==> src/rtl/ex_operand_stage_if.sv <==
// ex_operand_stage_if: bundles the decode-side handshake, the forwarding
// buses and the ALU-side outputs of the ID/EX operand stage.
// The master modport drives the stage inputs (decode stage, hazard unit,
// forwarding sources and the downstream consumer), and the slave modport is
// the stage itself.
interface ex_operand_stage_if #(
    parameter int W     = 32,
    parameter int CNT_W = 16
);
    // Decode-side handshake and decoded instruction fields
    logic             in_valid;
    logic             in_ready;
    logic [W-1:0]     id_rs_data;
    logic [W-1:0]     id_rt_data;
    logic [W-1:0]     id_imm;
    logic [4:0]       id_rs;
    logic [4:0]       id_rt;
    logic [4:0]       id_rd;
    logic [1:0]       id_alu_op;
    logic [5:0]       id_funct;
    logic             id_alu_src;
    logic             id_reg_write;
    logic             flush;

    // Forwarding sources from later pipeline stages
    logic             exm_reg_write;
    logic [4:0]       exm_rd;
    logic [W-1:0]     exm_result;
    logic             wb_reg_write;
    logic [4:0]       wb_rd;
    logic [W-1:0]     wb_result;

    // ALU-side handshake and operands
    logic             out_valid;
    logic             out_ready;
    logic [W-1:0]     alu_a;
    logic [W-1:0]     alu_b;
    logic [2:0]       alu_control;
    logic [W-1:0]     store_data;
    logic [4:0]       ex_rd;
    logic             ex_reg_write;
    logic             illegal;
    logic [CNT_W-1:0] stall_count;

    modport master (
        output in_valid, id_rs_data, id_rt_data, id_imm, id_rs, id_rt, id_rd,
               id_alu_op, id_funct, id_alu_src, id_reg_write, flush,
               exm_reg_write, exm_rd, exm_result,
               wb_reg_write, wb_rd, wb_result, out_ready,
        input  in_ready, out_valid, alu_a, alu_b, alu_control, store_data,
               ex_rd, ex_reg_write, illegal, stall_count
    );

    modport slave (
        input  in_valid, id_rs_data, id_rt_data, id_imm, id_rs, id_rt, id_rd,
               id_alu_op, id_funct, id_alu_src, id_reg_write, flush,
               exm_reg_write, exm_rd, exm_result,
               wb_reg_write, wb_rd, wb_result, out_ready,
        output in_ready, out_valid, alu_a, alu_b, alu_control, store_data,
               ex_rd, ex_reg_write, illegal, stall_count
    );
endinterface

==> src/rtl/ex_operand_stage.sv <==
// ex_operand_stage: single-entry ID/EX register that feeds the ALU.
// It holds one decoded instruction behind a valid/ready handshake, registers
// the decoded 3-bit ALU control, and resolves RAW hazards by forwarding from
// the EX/MEM and MEM/WB result buses. While the entry is back-pressured, the
// stored operands absorb any forwarded value so that it is not lost when the
// producing instruction retires.
module ex_operand_stage #(
    parameter int W     = 32,
    parameter int CNT_W = 16
) (
    input  logic              clk,
    input  logic              rst_n,
    ex_operand_stage_if.slave bus
);

    // ALU control encodings
    localparam logic [2:0] CTRL_AND = 3'b000;
    localparam logic [2:0] CTRL_OR  = 3'b001;
    localparam logic [2:0] CTRL_ADD = 3'b010;
    localparam logic [2:0] CTRL_SUB = 3'b110;
    localparam logic [2:0] CTRL_SLT = 3'b111;

    // R-type funct codes that the ALU supports
    localparam logic [5:0] FUNCT_ADD = 6'b100000;
    localparam logic [5:0] FUNCT_SUB = 6'b100010;
    localparam logic [5:0] FUNCT_AND = 6'b100100;
    localparam logic [5:0] FUNCT_OR  = 6'b100101;
    localparam logic [5:0] FUNCT_SLT = 6'b101010;

    localparam logic [CNT_W-1:0] CNT_MAX = {CNT_W{1'b1}};
    localparam logic [CNT_W-1:0] CNT_ONE = {{(CNT_W-1){1'b0}}, 1'b1};

    // Held entry
    logic             valid_q;
    logic [W-1:0]     rs_data_q;
    logic [W-1:0]     rt_data_q;
    logic [W-1:0]     imm_q;
    logic [4:0]       rs_q;
    logic [4:0]       rt_q;
    logic [4:0]       rd_q;
    logic             alu_src_q;
    logic             reg_write_q;
    logic [2:0]       alu_control_q;
    logic             illegal_q;
    logic [CNT_W-1:0] stall_count_q;

    // Handshake and decode helpers
    logic             can_accept;
    logic             capture;
    logic             stalled;
    logic [2:0]       dec_control;
    logic             dec_illegal;
    logic [W-1:0]     fwd_rs;
    logic [W-1:0]     fwd_rt;

    assign can_accept = !valid_q || bus.out_ready;
    assign capture    = bus.in_valid && can_accept && !bus.flush;
    assign stalled    = valid_q && !bus.out_ready;

    // Translate the incoming alu_op/funct pair into an ALU control code.
    // Unsupported encodings fall back to ADD and raise the illegal flag.
    always_comb begin
        dec_control = CTRL_ADD;
        dec_illegal = 1'b0;
        case (bus.id_alu_op)
            2'b00: dec_control = CTRL_ADD;
            2'b01: dec_control = CTRL_SUB;
            2'b10: begin
                case (bus.id_funct)
                    FUNCT_ADD: dec_control = CTRL_ADD;
                    FUNCT_SUB: dec_control = CTRL_SUB;
                    FUNCT_AND: dec_control = CTRL_AND;
                    FUNCT_OR:  dec_control = CTRL_OR;
                    FUNCT_SLT: dec_control = CTRL_SLT;
                    default: begin
                        dec_control = CTRL_ADD;
                        dec_illegal = 1'b1;
                    end
                endcase
            end
            default: begin
                dec_control = CTRL_ADD;
                dec_illegal = 1'b1;
            end
        endcase
    end

    // Resolve the rs operand; the younger EX/MEM result beats MEM/WB, and
    // register 0 is hard-wired so it never forwards.
    always_comb begin
        fwd_rs = rs_data_q;
        if (rs_q != 5'd0) begin
            if (bus.exm_reg_write && (bus.exm_rd == rs_q)) begin
                fwd_rs = bus.exm_result;
            end else if (bus.wb_reg_write && (bus.wb_rd == rs_q)) begin
                fwd_rs = bus.wb_result;
            end
        end
    end

    // Resolve the rt operand with the same priority rules as rs.
    always_comb begin
        fwd_rt = rt_data_q;
        if (rt_q != 5'd0) begin
            if (bus.exm_reg_write && (bus.exm_rd == rt_q)) begin
                fwd_rt = bus.exm_result;
            end else if (bus.wb_reg_write && (bus.wb_rd == rt_q)) begin
                fwd_rt = bus.wb_result;
            end
        end
    end

    // Entry valid bit: flush beats everything, then capture, then drain.
    always_ff @(posedge clk or negedge rst_n) begin
        if (!rst_n) begin
            valid_q <= 1'b0;
        end else if (bus.flush) begin
            valid_q <= 1'b0;
        end else if (capture) begin
            valid_q <= 1'b1;
        end else if (bus.out_ready) begin
            valid_q <= 1'b0;
        end
    end

    // Entry payload: load on capture, otherwise fold forwarded operands back
    // into storage while stalled so they outlive their producers.
    always_ff @(posedge clk or negedge rst_n) begin
        if (!rst_n) begin
            rs_data_q     <= '0;
            rt_data_q     <= '0;
            imm_q         <= '0;
            rs_q          <= '0;
            rt_q          <= '0;
            rd_q          <= '0;
            alu_src_q     <= 1'b0;
            reg_write_q   <= 1'b0;
            alu_control_q <= CTRL_AND;
            illegal_q     <= 1'b0;
        end else if (capture) begin
            rs_data_q     <= bus.id_rs_data;
            rt_data_q     <= bus.id_rt_data;
            imm_q         <= bus.id_imm;
            rs_q          <= bus.id_rs;
            rt_q          <= bus.id_rt;
            rd_q          <= bus.id_rd;
            alu_src_q     <= bus.id_alu_src;
            reg_write_q   <= bus.id_reg_write;
            alu_control_q <= dec_control;
            illegal_q     <= dec_illegal;
        end else if (stalled && !bus.flush) begin
            rs_data_q     <= fwd_rs;
            rt_data_q     <= fwd_rt;
        end
    end

    // Saturating count of cycles in which a valid entry was held back.
    always_ff @(posedge clk or negedge rst_n) begin
        if (!rst_n) begin
            stall_count_q <= '0;
        end else if (stalled && (stall_count_q != CNT_MAX)) begin
            stall_count_q <= stall_count_q + CNT_ONE;
        end
    end

    assign bus.in_ready     = can_accept;
    assign bus.out_valid    = valid_q;
    assign bus.alu_a        = fwd_rs;
    assign bus.alu_b        = alu_src_q ? imm_q : fwd_rt;
    assign bus.store_data   = fwd_rt;
    assign bus.alu_control  = alu_control_q;
    assign bus.ex_rd        = rd_q;
    assign bus.ex_reg_write = reg_write_q;
    assign bus.illegal      = illegal_q;
    assign bus.stall_count  = stall_count_q;

endmodule

==> src/flat_wrapper.sv <==
// flat-port wrapper written by rule: the top's interface ports become plain ports
module ex_operand_stage_flat 
#(
    parameter int W     = 32,
    parameter int CNT_W = 16
)
  (clk, rst_n, bus_in_valid, bus_id_rs_data, bus_id_rt_data, bus_id_imm, bus_id_rs, bus_id_rt, bus_id_rd, bus_id_alu_op, bus_id_funct, bus_id_alu_src, bus_id_reg_write, bus_flush, bus_exm_reg_write, bus_exm_rd, bus_exm_result, bus_wb_reg_write, bus_wb_rd, bus_wb_result, bus_out_ready, bus_in_ready, bus_out_valid, bus_alu_a, bus_alu_b, bus_alu_control, bus_store_data, bus_ex_rd, bus_ex_reg_write, bus_illegal, bus_stall_count);
  ex_operand_stage_if #(.W(W), .CNT_W(CNT_W)) bus_i ();
  input  logic clk;
  input  logic rst_n;
  input wire logic [$bits(bus_i.in_valid)-1:0] bus_in_valid;
  input wire logic [$bits(bus_i.id_rs_data)-1:0] bus_id_rs_data;
  input wire logic [$bits(bus_i.id_rt_data)-1:0] bus_id_rt_data;
  input wire logic [$bits(bus_i.id_imm)-1:0] bus_id_imm;
  input wire logic [$bits(bus_i.id_rs)-1:0] bus_id_rs;
  input wire logic [$bits(bus_i.id_rt)-1:0] bus_id_rt;
  input wire logic [$bits(bus_i.id_rd)-1:0] bus_id_rd;
  input wire logic [$bits(bus_i.id_alu_op)-1:0] bus_id_alu_op;
  input wire logic [$bits(bus_i.id_funct)-1:0] bus_id_funct;
  input wire logic [$bits(bus_i.id_alu_src)-1:0] bus_id_alu_src;
  input wire logic [$bits(bus_i.id_reg_write)-1:0] bus_id_reg_write;
  input wire logic [$bits(bus_i.flush)-1:0] bus_flush;
  input wire logic [$bits(bus_i.exm_reg_write)-1:0] bus_exm_reg_write;
  input wire logic [$bits(bus_i.exm_rd)-1:0] bus_exm_rd;
  input wire logic [$bits(bus_i.exm_result)-1:0] bus_exm_result;
  input wire logic [$bits(bus_i.wb_reg_write)-1:0] bus_wb_reg_write;
  input wire logic [$bits(bus_i.wb_rd)-1:0] bus_wb_rd;
  input wire logic [$bits(bus_i.wb_result)-1:0] bus_wb_result;
  input wire logic [$bits(bus_i.out_ready)-1:0] bus_out_ready;
  output wire logic [$bits(bus_i.in_ready)-1:0] bus_in_ready;
  output wire logic [$bits(bus_i.out_valid)-1:0] bus_out_valid;
  output wire logic [$bits(bus_i.alu_a)-1:0] bus_alu_a;
  output wire logic [$bits(bus_i.alu_b)-1:0] bus_alu_b;
  output wire logic [$bits(bus_i.alu_control)-1:0] bus_alu_control;
  output wire logic [$bits(bus_i.store_data)-1:0] bus_store_data;
  output wire logic [$bits(bus_i.ex_rd)-1:0] bus_ex_rd;
  output wire logic [$bits(bus_i.ex_reg_write)-1:0] bus_ex_reg_write;
  output wire logic [$bits(bus_i.illegal)-1:0] bus_illegal;
  output wire logic [$bits(bus_i.stall_count)-1:0] bus_stall_count;
  assign bus_i.in_valid = bus_in_valid;
  assign bus_i.id_rs_data = bus_id_rs_data;
  assign bus_i.id_rt_data = bus_id_rt_data;
  assign bus_i.id_imm = bus_id_imm;
  assign bus_i.id_rs = bus_id_rs;
  assign bus_i.id_rt = bus_id_rt;
  assign bus_i.id_rd = bus_id_rd;
  assign bus_i.id_alu_op = bus_id_alu_op;
  assign bus_i.id_funct = bus_id_funct;
  assign bus_i.id_alu_src = bus_id_alu_src;
  assign bus_i.id_reg_write = bus_id_reg_write;
  assign bus_i.flush = bus_flush;
  assign bus_i.exm_reg_write = bus_exm_reg_write;
  assign bus_i.exm_rd = bus_exm_rd;
  assign bus_i.exm_result = bus_exm_result;
  assign bus_i.wb_reg_write = bus_wb_reg_write;
  assign bus_i.wb_rd = bus_wb_rd;
  assign bus_i.wb_result = bus_wb_result;
  assign bus_i.out_ready = bus_out_ready;
  assign bus_in_ready = bus_i.in_ready;
  assign bus_out_valid = bus_i.out_valid;
  assign bus_alu_a = bus_i.alu_a;
  assign bus_alu_b = bus_i.alu_b;
  assign bus_alu_control = bus_i.alu_control;
  assign bus_store_data = bus_i.store_data;
  assign bus_ex_rd = bus_i.ex_rd;
  assign bus_ex_reg_write = bus_i.ex_reg_write;
  assign bus_illegal = bus_i.illegal;
  assign bus_stall_count = bus_i.stall_count;
  ex_operand_stage #(.W(W), .CNT_W(CNT_W)) u_core (.clk(clk), .rst_n(rst_n), .bus(bus_i));
endmodule
==> config.mk <==
export PLATFORM = sky130hd
export DESIGN_NAME = ex_operand_stage_flat
export DESIGN_NICKNAME = d
export VERILOG_FILES = /design/src/rtl/ex_operand_stage_if.sv /design/src/rtl/ex_operand_stage.sv /design/src/flat_wrapper.sv
export SDC_FILE = /design/constraint.sdc
export NUM_CORES = 1
export LEC_CHECK = 0
export ABC_AREA = 0
export CORE_UTILIZATION = 38
export CTS_CLUSTER_SIZE = 8
export DETAILED_ROUTE_END_ITERATION = 16
export PLACE_DENSITY = 0.69
export SYNTH_ARGS = -nofsm -noshare
export SYNTH_HDL_FRONTEND = slang
export SYNTH_SLANG_ARGS = --single-unit
==> constraint.sdc <==
create_clock -name clk -period 9.9 [get_ports clk]
set_input_delay 2.97 -clock clk [delete_from_list [all_inputs] [get_ports clk]]
set_output_delay 2.97 -clock clk [all_outputs]
set_load 0.1 [all_outputs]
== Word-level counts from Yosys, hierarchy flattened ==
Cells that the tools add are included.
Storage, ports and cells
  input port bits: 202
  register bits: 134
  output and inout bits: 124
  word-level logic and storage cells: 63
Cells by class
  equality and inequality tests: 12
  reduce and logical (&&, ||, !) cells: 20
  $add $sub $neg: 1
  mux-type cells: 18
Operators with widths (number)
  32-bit two-way mux: 11
  6-bit == test (second input constant): 5
  5-bit == test: 4
  16-bit by 1-bit adder with 16-bit output (second input constant): 1
  16-bit != test (second input constant): 1
  3-bit case mux with 4 select lines: 1
  5-bit nonzero test: 2
  1-bit logical AND: 9
  3-bit case mux with 2 select lines: 1
  5-bit OR reduction: 1
  1-bit two-way mux: 4
  1-bit zero test: 3
  3-bit nonzero test: 1
  2-bit by 1-bit == test with 1-bit output (second input constant): 1
  2-bit == test (second input constant): 1
  2-bit zero test: 1
  1-bit case mux with 2 select lines: 1
  2-bit nonzero test: 1
  2-bit OR reduction: 1
  1-bit logical OR: 1

== Longest topological paths before layout ==
Gate-level depths: netlist of the first run.
  depth after elaboration: 7
  depth in mapped cells: 8
  gate-level depth less buffers: 6

== Worst setup path after synthesis of the first run ==
OpenSTA, ideal clock, no wires.
  path type: input to output
  from: in bus_exm_rd[1]
  to: out bus_alu_b[22]
  buffers on the path: 2
  slack: -356 ps
  cell stages on the path: 7
  data arrival time: 7286 ps
  data required time: 6930 ps
  cell sequence: xnor2_1 > and4_1 > buf_6 > nand2_1 > a21oi_2 > clkbuf_1 > o311ai_0
On the way
  word-level cells in the longest chain between the ends: 5
RTL lines
  start, declared: line flat_wrapper.sv:24  | input wire logic [$bits(bus_i.exm_rd)-1:0] bus_exm_rd;
  5-bit == test: line ex_operand_stage.sv:105  | if (bus.exm_reg_write && (bus.exm_rd == rt_q)) begin
  1-bit logical AND: line ex_operand_stage.sv:105
  32-bit two-way mux: line ex_operand_stage.sv:105
  32-bit two-way mux: line ex_operand_stage.sv:104  | if (rt_q != 5'd0) begin
  32-bit two-way mux: line ex_operand_stage.sv:169  | assign bus.alu_b = alu_src_q ? imm_q : fwd_rt;
  end, declared: line flat_wrapper.sv:33  | output wire logic [$bits(bus_i.alu_b)-1:0] bus_alu_b;
No other way between the ends.

== Worst setup path in the final report of the first run ==
  from: in bus_exm_rd[1]
  to: out bus_alu_b[7]
Same word-level chain as after synthesis.

==> results.py, run 1 <==
metrics = {
    "outcome": {
        "outcome": "finished, final reports clean",
    },
    "layout": {
        "final_cell_mix": "nand2_1, clkdlybuf4s50_1, o21ai_0",
        "drive_gt1_share_pct": 15.1,
        "area_growth_pct": 44.6,
        "final_common_cell": "nand2_1",
        "final_util_pct": 56.2,
        "final_net_count": 1648,
    },
    "critical_path": {
        "crit_required_ps": 6930,
        "crit_type": "primary input to output port",
        "worstPathArrival_ps": 5710,
        "start_kind": "primary input",
        "r2r_slack_ps": 6920,
        "critPathLaunch": "bus_exm_rd[1]",
        "r2r_cells": 5,
        "end_kind": "output port",
        "cp_max_fo": 42,
        "reg2reg_to": "u_core.rt_data_q[27]",
        "crit_path_end": "bus_alu_b[7]",
        "worstReg2RegStart": "u_core.rt_q[1]",
    },
    "worst_hold_path": {
        "hold_path_class": "flop to flop",
        "worstHoldStart": "u_core.imm_q[26]",
        "min_delay_path_depth": 2,
    },
    "placed_design": {
        "pre_cts_ws_ps": 1300,
        "portBuffers": 325,
        "hpwl_mm": 27.4,
        "gp_congestion": 0.965,
    },
    "clocking": {
        "clk_path_buf_depth": 2,
        "ctsHoldBuffers": 0,
        "cts_buffers": 17,
        "ctsResizeCount": 0,
        "tritoncts": "done",
        "cts_setup_buffers": 0,
        "root_buffer": "clkbuf_16",
        "cts.sinks": 134,
        "ctsHtreeMaxLevel": 4,
        "clkLatencyLatePin_ps": 420,
        "path_clk_slew_ps": 70,
    },
    "grt": {
        "antenna_found_initial": 5,
        "overflow": 0,
        "grt_pass1_vias": 9867,
        "grt_pass1_wl_mm": 58.4,
        "grt_max_degree": 76,
        "grt.total_usage_pct": 29.5,
    },
    "flow_run": {
        "cap_violations": 0,
    },
    "pwr": {
        "p_leak_nw": 5.90,
        "p_int_w": 0.00137,
        "clkPwrFrac_pct": 22.6,
        "ir_drop_uv": 135,
        "p_comb_share_pct": 53.0,
        "power.switching_w": 0.00145,
        "swShare_pct": 51.5,
        "pwr-share-seq_pct": 24.4,
        "p_per_area_mw_per_mm2": 207,
    },
    "floorplan": {
        "die_h_um": 160,
        "die_x_um": 160,
        "pin_count": 326,
        "placementRows": 57,
        "dieArea_mm2": 0.0255,
        "coreArea_mm2": 0.0243,
        "initial_core_util_pct": 38.8,
    },
    "drt": {
        "via_per_inst": 5.75,
        "first_iter_violations": 973,
        "avgRoutedWirePerCell_um": 21.3,
        "firstDrtPassIters": 5,
        "drc": 0,
        "vias": 10300,
        "drt_wl_total_mm": 38.0,
        "ant_nets": 0,
    },
    "synthesis": {
        "synthArstFlopShare_pct": 100,
        "syn_avg_cell_area_um2": 8.04,
        "syn_inst": 1175,
        "synth_area_leaders": "dfrtp_1, nand2_1, o21ai_0",
        "ys_ff_latch": 134,
        "synth_top_area_share_pct": 35.5,
        "synth_flop_cell": "dfrtp_1",
        "synth-edff-count": 0,
        "ys_types": 52,
        "syn_nets": 1381,
        "ys.warnings.count": 0,
        "syn_area_mm2": 0.00945,
        "synth_area_leader_cell": "dfrtp_1",
        "ys_seq_area_share_pct": 35.5,
    },
    "sta": {
        "rsz0062_at_grt": "no",
        "layout_setup_ws_ps": 1220,
        "skew_ps": 10.5,
        "slew_viol_final": 0,
        "hold_violations": 0,
        "fin_crit_sh_pct": 87.6,
        "setup_viol": 0,
        "fmax_mhz": 115,
        "relSlewSlack_pct": 21.2,
        "tightest_slew_ps": 1180,
        "setup_tns_ps": 0,
        "period_needed_ps": 8680,
    },
}
-- synthesized netlist by cell type, types with 3 or more instances --
master / instances
o311a_1: 6
dfrtp_1: 134
nor4b_1: 11
o21ai_1: 6
o21a_1: 3
xor2_1: 7
a31oi_1: 35
clkbuf_1: 69
and2_1: 6
xnor2_1: 25
o32a_1: 29
a2111oi_4: 8
inv_1: 95
or2_2: 3
a21o_1: 32
a32oi_1: 3
or2_1: 3
buf_4: 3
nor3_1: 40
nand2_1: 244
ha_1: 4
and3_1: 31
nor4_2: 9
nand2b_1: 7
nand4_1: 7
nor4_1: 5
o22ai_1: 11
a2111oi_2: 24
buf_6: 4
o21ai_0: 145
buf_1: 4
nor3_2: 10
buf_2: 19
a21oi_1: 38
nand3_1: 11
o311ai_0: 47
nor2_1: 17
-- metal layers --
layer  part of all wire [%]  track usage [%]  vias up  routed length, µm
met5                      0                0        -                  0
met4                    2.8             10.1        0               1050
met3                    8.2             5.71       60               3110
met2                     43             42.7      513              16300
met1                     46             43.6     4905              17500
li1                       -                -     4772                  -
-- metrics by stage --
step / std cells / area, µm² / total power, W / hold slack, ps
2_1_floorplan: 1175 / 9450 / 0.00173 / 437
3_5_place_dp: 1747 / 13100 / 0.00219 / 454
3_3_place_gp: 1747 / 13100 / 0.00218 / 449
6_report: 1784 / 13700 / 0.00282 / 470
5_1_grt: 1783 / 13700 / 0.00292 / 479
4_1_cts: 1779 / 13600 / 0.00283 / 471
-- power groups by stage --
stage | logic [W] | registers [W] | clock network [W]
global placement | 0.00149 | 0.000692 | 0
CTS | 0.00150 | 0.000686 | 0.000647
detailed placement | 0.00149 | 0.000695 | 0
finish | 0.00150 | 0.000688 | 0.000638
global route | 0.00155 | 0.000697 | 0.000671
floorplan | 0.000944 | 0.000789 | 0
-- flip-flops by register name, summed over array words and instances (netlist names) --
signal                   flops
u_core.rs_q                  5
u_core.bus.stall_count      16
u_core.bus.out_valid         1
u_core.bus.ex_reg_write      1
u_core.rt_q                  5
u_core.bus.ex_rd             5
u_core.bus.alu_control       3
u_core.imm_q                32
u_core.rt_data_q            32
u_core.bus.illegal           1
u_core.alu_src_q             1
u_core.rs_data_q            32
-- critical path, cell delays in order --
cell	delay [ps]
clkdlybuf4s50_1	520
xnor2_1	150
and4_2	640
nand2_1	250
a21oi_4	190
buf_4	390
o311ai_0	240
buf_4	310
-- layout make-up --
| type | count | area (µm²) |
|---|---|---|
| inverters | 95 | 357 |
| clock inverters | 14 | 133 |
| multi-input cells | 847 | 5360 |
| flip-flops and latches | 134 | 3350 |
| diodes | 5 | 12.5 |
| well taps | 324 | 405 |
| fillers | 2136 | 10700 |
| clock buffers | 18 | 439 |
| repair buffers | 347 | 3600 |
-- worst min-delay path by stage --
stage / to
6_report: u_core.imm_q[26]
5_1_grt: u_core.imm_q[26]
4_1_cts: u_core.imm_q[26]
3_5_place_dp: u_core.imm_q[26]
3_3_place_gp: u_core.imm_q[10]
2_1_floorplan: u_core.imm_q[10]
-- cells by family after synthesis --
kind of cell,after synthesis,share of synthesized area (%)
fa+ha+maj,4,0.530
flops,134,35.5
xor+xnor,32,2.97
mux,3,0.344
compound gates,395,31.1
buf+inv,194,8.40
simple gates,413,21.2
No activity file was read; power rests on OpenSTA's default activity.
==> run 2: changes to the inputs <==
Settings changed: GPL_TIMING_DRIVEN from default to 1.
==> results of run 2 <==
No change in the layout: final DEF, timing and power equal those of run 1.
